**config.mk**
```make
export PLATFORM = sky130hd
export DESIGN_NAME = i2s_audio_scheduler
export DESIGN_NICKNAME = d
export VERILOG_FILES = /design/src/rtl/i2s_audio_scheduler.sv
export SDC_FILE = /design/constraint.sdc
export NUM_CORES = 1
export LEC_CHECK = 0
export ABC_AREA = 1
export BUFFER_PORTS_ARGS = -buffer_cell sky130_fd_sc_hd__buf_4
export CAP_MARGIN = 15
export CORE_AREA = 2 2 226 161
export DETAILED_ROUTE_END_ITERATION = 10
export DIE_AREA = 0 0 228 163
export HOLD_SLACK_MARGIN = 0.08
export PLACE_DENSITY_LB_ADDON = 0.2
export SLEW_MARGIN = 40
export SYNTH_ARGS = -nofsm -noshare
export SYNTH_HDL_FRONTEND = slang
export SYNTH_SLANG_ARGS = --single-unit
export TNS_END_PERCENT = 20
```
**constraint.sdc**
```tcl
create_clock -name clk_in -period 3.2 [get_ports clk_in]
set_input_delay 0.48 -clock clk_in [delete_from_list [all_inputs] [get_ports clk_in]]
set_output_delay 0.48 -clock clk_in [all_outputs]
set_load 0.01 [all_outputs]
```
**src/rtl/i2s_audio_scheduler.sv**
```systemverilog
// I2S transmit sequencer: serial clock divider, frame FIFO and start/stop/underrun control.
// Optional build macro I2S_SCHED_MUTE_ON_UNDERRUN_EN zeroes the DAC outputs on underrun.
module i2s_audio_scheduler #(
    parameter int BITS       = 16,
    parameter int DIV        = 4,
    parameter int FIFO_DEPTH = 8,
    parameter int PRIME      = 2
) (
    input  logic                          clk_in,
    input  logic                          rst_n,
    input  logic                          enable,
    input  logic                          s_valid,
    output logic                          s_ready,
    input  logic [BITS-1:0]               s_left,
    input  logic [BITS-1:0]               s_right,
    input  logic                          sample_pulse,
    output logic                          clk_i2s,
    output logic                          clk_i2s_pulse,
    output logic                          sample_in,
    output logic [BITS-1:0]               DAC_Left,
    output logic [BITS-1:0]               DAC_Right,
    output logic [$clog2(FIFO_DEPTH):0]   fifo_level,
    output logic                          busy,
    output logic [7:0]                    underrun_count
);

    localparam int AW = $clog2(FIFO_DEPTH);
    localparam int LW = AW + 1;
    localparam int CW = $clog2(2 * DIV);
    localparam logic [CW-1:0] DIV_C  = CW'(DIV);
    localparam logic [CW-1:0] LAST_C = CW'(2 * DIV - 1);
    localparam logic [LW-1:0] PRIME_C = LW'(PRIME);
    localparam logic [LW-1:0] FULL_C  = LW'(FIFO_DEPTH);

    typedef enum logic [2:0] {
        S_IDLE,
        S_PRIME,
        S_SYNC,
        S_RUN,
        S_STOP
    } state_t;

    state_t state_q, state_d;

    logic [2*BITS-1:0] mem_q [FIFO_DEPTH];
    logic [AW-1:0]     wr_q, wr_d;
    logic [AW-1:0]     rd_q, rd_d;
    logic [LW-1:0]     level_q, level_d;
    logic [CW-1:0]     div_q, div_d;
    logic              clk_q, clk_d;
    logic              pulse_q, pulse_d;
    logic              sin_q, sin_d;
    logic [BITS-1:0]   dl_q, dl_d;
    logic [BITS-1:0]   dr_q, dr_d;
    logic [7:0]        und_q, und_d;
    logic              push, pop, running;
    logic [2*BITS-1:0] head;

    assign s_ready = (level_q != FULL_C);
    assign push    = s_valid && s_ready;
    assign head    = mem_q[rd_q];
    assign running = (state_q == S_SYNC) || (state_q == S_RUN) || (state_q == S_STOP);

    always_comb begin
        state_d = state_q;
        pop     = 1'b0;
        dl_d    = dl_q;
        dr_d    = dr_q;
        und_d   = und_q;
        unique case (state_q)
            S_IDLE: begin
                if (enable) state_d = S_PRIME;
            end
            S_PRIME: begin
                if (!enable) begin
                    state_d = S_IDLE;
                end else if (level_q >= PRIME_C) begin
                    pop     = 1'b1;
                    dl_d    = head[2*BITS-1:BITS];
                    dr_d    = head[BITS-1:0];
                    state_d = S_SYNC;
                end
            end
            S_SYNC: begin
                state_d = enable ? S_RUN : S_IDLE;
            end
            S_RUN: begin
                if (!enable) begin
                    state_d = S_STOP;
                    dl_d    = '0;
                    dr_d    = '0;
                end else if (sample_pulse) begin
                    // Level is the registered value: a same-cycle push cannot feed this pop.
                    if (level_q != '0) begin
                        pop  = 1'b1;
                        dl_d = head[2*BITS-1:BITS];
                        dr_d = head[BITS-1:0];
                    end else begin
                        if (und_q != 8'hFF) und_d = und_q + 8'd1;
`ifdef I2S_SCHED_MUTE_ON_UNDERRUN_EN
                        dl_d = '0;
                        dr_d = '0;
`else
                        dl_d = dl_q;
                        dr_d = dr_q;
`endif
                    end
                end
            end
            S_STOP: begin
                if (sample_pulse) state_d = S_IDLE;
            end
            default: state_d = S_IDLE;
        endcase
    end

    always_comb begin
        wr_d    = push ? wr_q + AW'(1) : wr_q;
        rd_d    = pop ? rd_q + AW'(1) : rd_q;
        level_d = level_q;
        unique case ({push, pop})
            2'b10:   level_d = level_q + LW'(1);
            2'b01:   level_d = level_q - LW'(1);
            default: level_d = level_q;
        endcase
    end

    always_comb begin
        div_d   = '0;
        clk_d   = 1'b0;
        pulse_d = 1'b0;
        sin_d   = 1'b0;
        if (running) begin
            div_d   = (div_q == LAST_C) ? '0 : div_q + CW'(1);
            clk_d   = (div_q < DIV_C);
            pulse_d = (div_q == '0);
            sin_d   = (div_q == '0) && (state_q == S_SYNC);
        end
    end

    always_ff @(posedge clk_in or negedge rst_n) begin
        if (!rst_n) begin
            state_q <= S_IDLE;
            wr_q    <= '0;
            rd_q    <= '0;
            level_q <= '0;
            div_q   <= '0;
            clk_q   <= 1'b0;
            pulse_q <= 1'b0;
            sin_q   <= 1'b0;
            dl_q    <= '0;
            dr_q    <= '0;
            und_q   <= '0;
        end else begin
            state_q <= state_d;
            wr_q    <= wr_d;
            rd_q    <= rd_d;
            level_q <= level_d;
            div_q   <= div_d;
            clk_q   <= clk_d;
            pulse_q <= pulse_d;
            sin_q   <= sin_d;
            dl_q    <= dl_d;
            dr_q    <= dr_d;
            und_q   <= und_d;
        end
    end

    // Storage needs no reset; the pointers define which entries are live.
    always_ff @(posedge clk_in) begin
        if (push) mem_q[wr_q] <= {s_left, s_right};
    end

    assign clk_i2s        = clk_q;
    assign clk_i2s_pulse  = pulse_q;
    assign sample_in      = sin_q;
    assign DAC_Left       = dl_q;
    assign DAC_Right      = dr_q;
    assign fifo_level     = level_q;
    assign busy           = (state_q != S_IDLE);
    assign underrun_count = und_q;

endmodule
```
==> qor.csv, run 1 <==
metric,value,unit
Initial DRC Count,582,
DRC errors left,0,
Final Max Tran Viols,0,
sequential share of power,0.397,
Sequential cell area,9170,sq um
Syn Nets,1496,
"non-filler cells, final",2038,
Reg2Reg Depth,7,
"top cells by area, synth","edfxtp_1 55%, nand2_1 16%, dfrtp_1 11%, inv_1 7.5%, nand3_1 5.1%",
Synth Instances,1449,
post-synth top area cell,edfxtp_1,
Crit Path Category,register to register,
Worst Setup End Kind,register,
Sw Share,0.351,
first drt pass iteration count,5,
postcts setup bufs,0,
Multi-input gate area,3430,sq um
ANT nets after route,0,
Post-layout nets,1580,
vias in the first global route,8943,
Site Rows,58,
met2 routed WL,13500,microns
Placer Congestion,0.760,
DR vias/cell,4.48,
CTS tree,built,
worst min path class,primary input to register,
Max VDD drop,458,uV
Netlist Area Pre-Place,13900,sq um
Worst EP arrival,2.50,ns
Initial Util,0.394,
Clock Tree Root,clkbuf_16,
Internal,8890,uW
first-pass GRT wire length,49400,microns
GRT Overall Usage,0.168,
Netlist cell types,28,
Clock Sinks,315,
Synth Register Bits,315,
Worst-Skew Late Latency,0.57,ns
switching pwr,4820,uW
vias,9134,
ys async rst share,0.187,
PwrDens,847,nW/um^2
reg2reg start,fifo_level[2],
most frequent cells in the layout,"588 x nand2_1, 278 x inv_1, 256 x edfxtp_1",
Worst Setup Start Kind,register,
FILL cells,3367,
met3 wire len,1210,microns
CTS clock-pin slew for the worst setup and hold paths,0.06,ns
M1 wire length,15200,microns
final setup fails,0,
total power,13700,uW
maximum fanout along the worst path,18,
Clk network pwr share,0.275,
gr ovfl total,0,
reg2reg setup slack,0.97,ns
PostCTS Resize Cnt,0,
Worst path max stage delay,0.56,ns
fin crit period,2.23,ns
Least-Margin Pin Slew,0.667,ns
RSZ-0062 raised after global routing,false,
Die ar.,37200,sq um
"Seq/Total Area, Yosys",0.660,
final wirelength,30500,microns
wire per inst,15.0,microns
Tcrit/Tclk final,0.696,
Worst path slowest cell,nor2_4,
Die X,228,microns
CP most frequent cell,nand2_1,
"most common cell after layout, fill and taps aside",nand2_1,
syn_area_per_cell,9.58,sq um
Hold Crit Start,s_right[2],
hold endpoint,mem_q[6][2],
Main synth FF type,edfxtp_1,
Synth warnings,0,
Setup TNS Final,0,ns
share of the synthesized area in the top cell type,0.554,
area delta synth->final,16.6,%
hold path depth,1,
outcome,completed,
final hold vios,0,
placed insts,1979,
antenna violations before repair,1,
Max-slew headroom,0.555,
DPL Wire Length,17000,microns
Worst Path Required,3.47,ns
# Max-Cap Violations,0,
Port Buffers,85,
CTS buffer count,31,
Die H,163,microns
maximum level of the CTS H-tree,1,
core region area,35300,sq um
IO Count,86,
Fmax,0.449,GHz
share of layout cells above drive strength 1,0.113,
"EDFF count, synth",256,
"Critical Path, Cell by Cell",clkinv_1 > nand4_1 > nand2_1 > inv_1 > nand2_1 > nor2_4 > buf_12,
power share of the combinational group,0.327,
Max Root-Sink Buffers,3,
largest net degree at the start of global routing,131,
Final Skew,0.00844,ns
Max Used Layer,met4,
Leakage Power,0.00767,uW
worst reg2reg endpoint,mem_q[7][10],
==> area by class of cell <==
type / instances / area share
sequential: 315 / 0.566
multi-input combinational: 792 / 0.212
inverter: 287 / 0.0666
timing repair buffer: 106 / 0.0536
clock buffer: 39 / 0.0516
tap: 480 / 0.0371
clock inverter: 18 / 0.0128
antenna: 1 / 0.000155
==> power groups by stage <==
stage / Sequential (uW) / Clock [uW] / Combinational, uW
after detailed placement: 5530 / 0 / 4580
final: 5450 / 3770 / 4490
after CTS: 5450 / 3870 / 4600
after global placement: 5520 / 0 / 4500
after global routing: 5520 / 4050 / 5130
after floorplan: 5610 / 0 / 2910
==> Yosys cell counts (2+ instances only) <==
cell type,count
buf_1,9
buf_2,37
buf_6,3
clkbuf_1,6
dfrtp_1,59
edfxtp_1,256
ha_1,9
inv_1,278
inv_2,8
nand2_1,588
nand3_1,141
nand3_2,2
nand4_1,3
nor2_1,20
nor3_1,3
o21ai_0,7
o21ai_2,2
xnor2_1,4
xor2_1,5
==> repair_timing <==
item                                   CTS  global route
setup endpoints to repair                0             0
endpoints found under the hold margin   59             0
hold buffers                             1             0
==> critical path, delay by kind of cell (launching register included) <==
kind | cells | cell delay (ns)
AND/OR/NAND/NOR | 4 | 1.04
buffers and inverters | 3 | 0.49
flip-flops | 1 | 0.39
==> flip-flops by register name, indices dropped and copies added (netlist names), 3 cells and up <==
| register | count |
|---|---|
| rd_q | 3 |
| state_q | 3 |
| mem_q | 256 |
| underrun_count | 8 |
| DAC_Right | 16 |
| DAC_Left | 16 |
| wr_q | 3 |
| div_q | 3 |
| fifo_level | 4 |
==> stage by stage <==
step	instance area (sq um)	util	setup WS [ns]	hold slack, ns
floorplan	13900	-	0.325	0.184
global placement	15100	0.429	0.956	0.456
detailed placement	15100	0.429	0.943	0.461
CTS	16200	0.459	0.932	0.116
global route	16200	0.459	0.808	0.127
finish	16200	0.459	0.972	0.142
==> routing by layer <==
| metal | vias to the layer above | GRT usage |
|---|---|---|
| met5 | - | 0 |
| met4 | 0 | 0.0398 |
| met3 | 43 | 0.0296 |
| met2 | 169 | 0.269 |
| met1 | 4266 | 0.241 |
| li1 | 4656 | - |
==> how the worst max path moves through the flow <==
stage                               to  depth (start not counted)     startpoint  slack [ns]
after CTS                 mem_q[7][10]                          7  fifo_level[2]        0.93
after detailed placement  mem_q[7][12]                          7  fifo_level[2]        0.94
after global routing      mem_q[7][10]                          7  fifo_level[2]        0.81
after floorplan            mem_q[0][0]                          5  fifo_level[2]        0.33
after global placement     mem_q[7][5]                          7  fifo_level[2]        0.96
final                     mem_q[7][10]                          7  fifo_level[2]        0.97
==> cell families (layout without fill, tap and decap cells) <==
family,after synthesis,count (layout),synth area share
DFF,315,315,0.660
AOI/OAI and AO/OA,11,11,0.00469
buffers and inverters,342,450,0.0974
adders and majority gates,10,10,0.00955
xor gates and xnor gates,9,9,0.00568
other,0,1,0
and+or+nand+nor,762,762,0.223
Note: power is estimated with default switching activity, not from simulation.
==> run 2: changes to the inputs <==
clock period = 1.9 ns   (was 3.2 ns; I/O delays follow)
==> run 2 against run 1 <==
Non-clock buffer count increased by 63; wire length grew 2.6%; global-route usage grew 0.27 points; sequential share of layout area decreased by 2.8 points; core utilization up 2.4 points; via count grew 2.1%; register-to-register slack lost 0.90 ns; largest power group unchanged; fmax rose by 22%; clock skew rose by 0.0023 ns; count of clock-buffer cells in the layout up 6; sequential cell count unchanged; critical endpoint is now fifo_level[3].
==> qor.csv, run 2 (synthesis results as in run 1) <==
metric,value,unit
antenna violations before repair,3,
PwrDens,1400,nW/um^2
Reg2Reg Depth,13,
Hold Crit Start,sample_pulse,
Max-slew headroom,0.588,
Clock Tree Root,clkbuf_16,
Initial Util,0.394,
Least-Margin Pin Slew,0.618,ns
Placer Congestion,0.783,
Worst path max stage delay,0.41,ns
"most common cell after layout, fill and taps aside",nand2_1,
wire per inst,14.9,microns
Die H,163,microns
ANT nets after route,0,
Port Buffers,85,
DRC errors left,0,
reg2reg setup slack,0.07,ns
Worst EP arrival,2.29,ns
Max VDD drop,675,uV
Crit Path Category,register to register,
Final Skew,0.0107,ns
area delta synth->final,22.8,%
worst reg2reg endpoint,fifo_level[3],
Worst path slowest cell,dfrtp_2,
share of layout cells above drive strength 1,0.137,
Fmax,0.547,GHz
CTS tree,built,
CP startpoint,fifo_level[2],
Worst-Skew Late Latency,0.57,ns
largest net degree at the start of global routing,74,
DPL Wire Length,18700,microns
Largest Register,mem_q,
DR vias/cell,4.43,
GRT Overall Usage,0.171,
total power,23900,uW
most frequent cells in the layout,"585 x nand2_1, 275 x inv_1, 256 x edfxtp_1",
Die X,228,microns
"Critical Path, Cell by Cell",inv_2 > nand2_2 > nor2_4 > o21ai_4 > inv_2 > nor2_8 > ha_4 > ha_1 > nand3_1 > nand3_1 > xnor2_1 > nand2_1 > nand2_1,
Worst Setup End Kind,register,
CTS buffer count,31,
worst min path class,primary input to register,
hold endpoint,state_q[2],
vias,9324,
maximum level of the CTS H-tree,1,
Worst Setup Start Kind,register,
Final Max Tran Viols,0,
final setup fails,0,
CP top delay family,simple AND/OR/NAND/NOR gates,
fin crit period,1.83,ns
Initial DRC Count,660,
hold path depth,4,
reg2reg start,fifo_level[2],
Die ar.,37200,sq um
gr ovfl total,0,
first-pass GRT wire length,50200,microns
first drt pass iteration count,4,
core region area,35300,sq um
Post-layout nets,1643,
RSZ-0062 raised after global routing,true,
CTS clock-pin slew for the worst setup and hold paths,0.06,ns
crit path buf inv count,2,
outcome,completed,
Tcrit/Tclk final,0.962,
max reg flops,256,
Hold WS,0.104,ns
final hold vios,0,
Clock Sinks,315,
Leakage Power,0.00801,uW
maximum fanout along the worst path,4,
final wirelength,31300,microns
Max Root-Sink Buffers,3,
vias in the first global route,8960,
IO Count,86,
Worst Path Required,2.36,ns
# Max-Cap Violations,0,
Site Rows,58,
-- run 2: layout make-up --
type,instances,area (sq um)
inverters,287,1080
diodes,3,7.51
repair buffers,169,1620
well taps,480,601
flip-flops and latches,315,9170
clock inverters,12,163
fillers,3264,18200
clock buffers,45,898
multi-input cells,792,3510
-- run 2: timing repair --
action	4_1_cts	5_1_grt
pin swaps	0	6
endpoints found under the setup margin	1	108
hold endpoints to repair	295	0
setup buffers	0	1
hold buffers	35	0
resized for setup	2	9
-- run 2: worst max path at each step --
stage	end	slack, ns	cells past startpoint
finish	fifo_level[3]	0.07	13
floorplan	fifo_level[1]	-0.14	10
global placement	fifo_level[3]	0.01	13
detailed placement	fifo_level[3]	0.02	13
global route	fifo_level[3]	-0.05	13
CTS	fifo_level[2]	0.004	9
-- run 2: worst register-to-register path: cells and delay by family, from the launching register on --
family,cells,cell delay [ns]
and+or+nand+nor,7,0.50
AOI/OAI and AO/OA,1,0.07
adders and majority gates,2,0.45
DFF,1,0.41
buffers and inverters,2,0.16
xor gates and xnor gates,1,0.13
-- run 2: per-stage QoR --
step	area, sq um	setup slack [ns]	utilization	std cells	setup TNS (ns)
2_1_floorplan	14000	-0.140	-	1449	-27.57
3_3_place_gp	15600	0.0132	0.442	2007	0
3_5_place_dp	15600	0.0205	0.442	2007	0
4_1_cts	17000	0.00389	0.482	2099	0
5_1_grt	17000	-0.0512	0.483	2103	-0.0962
6_report	17000	0.0723	0.483	2103	0
-- run 2: power by group --
part           switching, uW  internal (uW)
clock                   2600           3800
combinational           5300           3050
sequential               442           8740
total                   8330          15600
-- run 2: per-layer routing --
layer / routed length (microns) / vias to the layer above / part of all wire / global-route usage
li1: - / 4785 / - / -
met1: 15200 / 4312 / 0.49 / 0.243
met2: 14200 / 178 / 0.45 / 0.276
met3: 1350 / 49 / 0.043 / 0.0296
met4: 566 / 0 / 0.018 / 0.0374
met5: 0 / - / 0 / 0
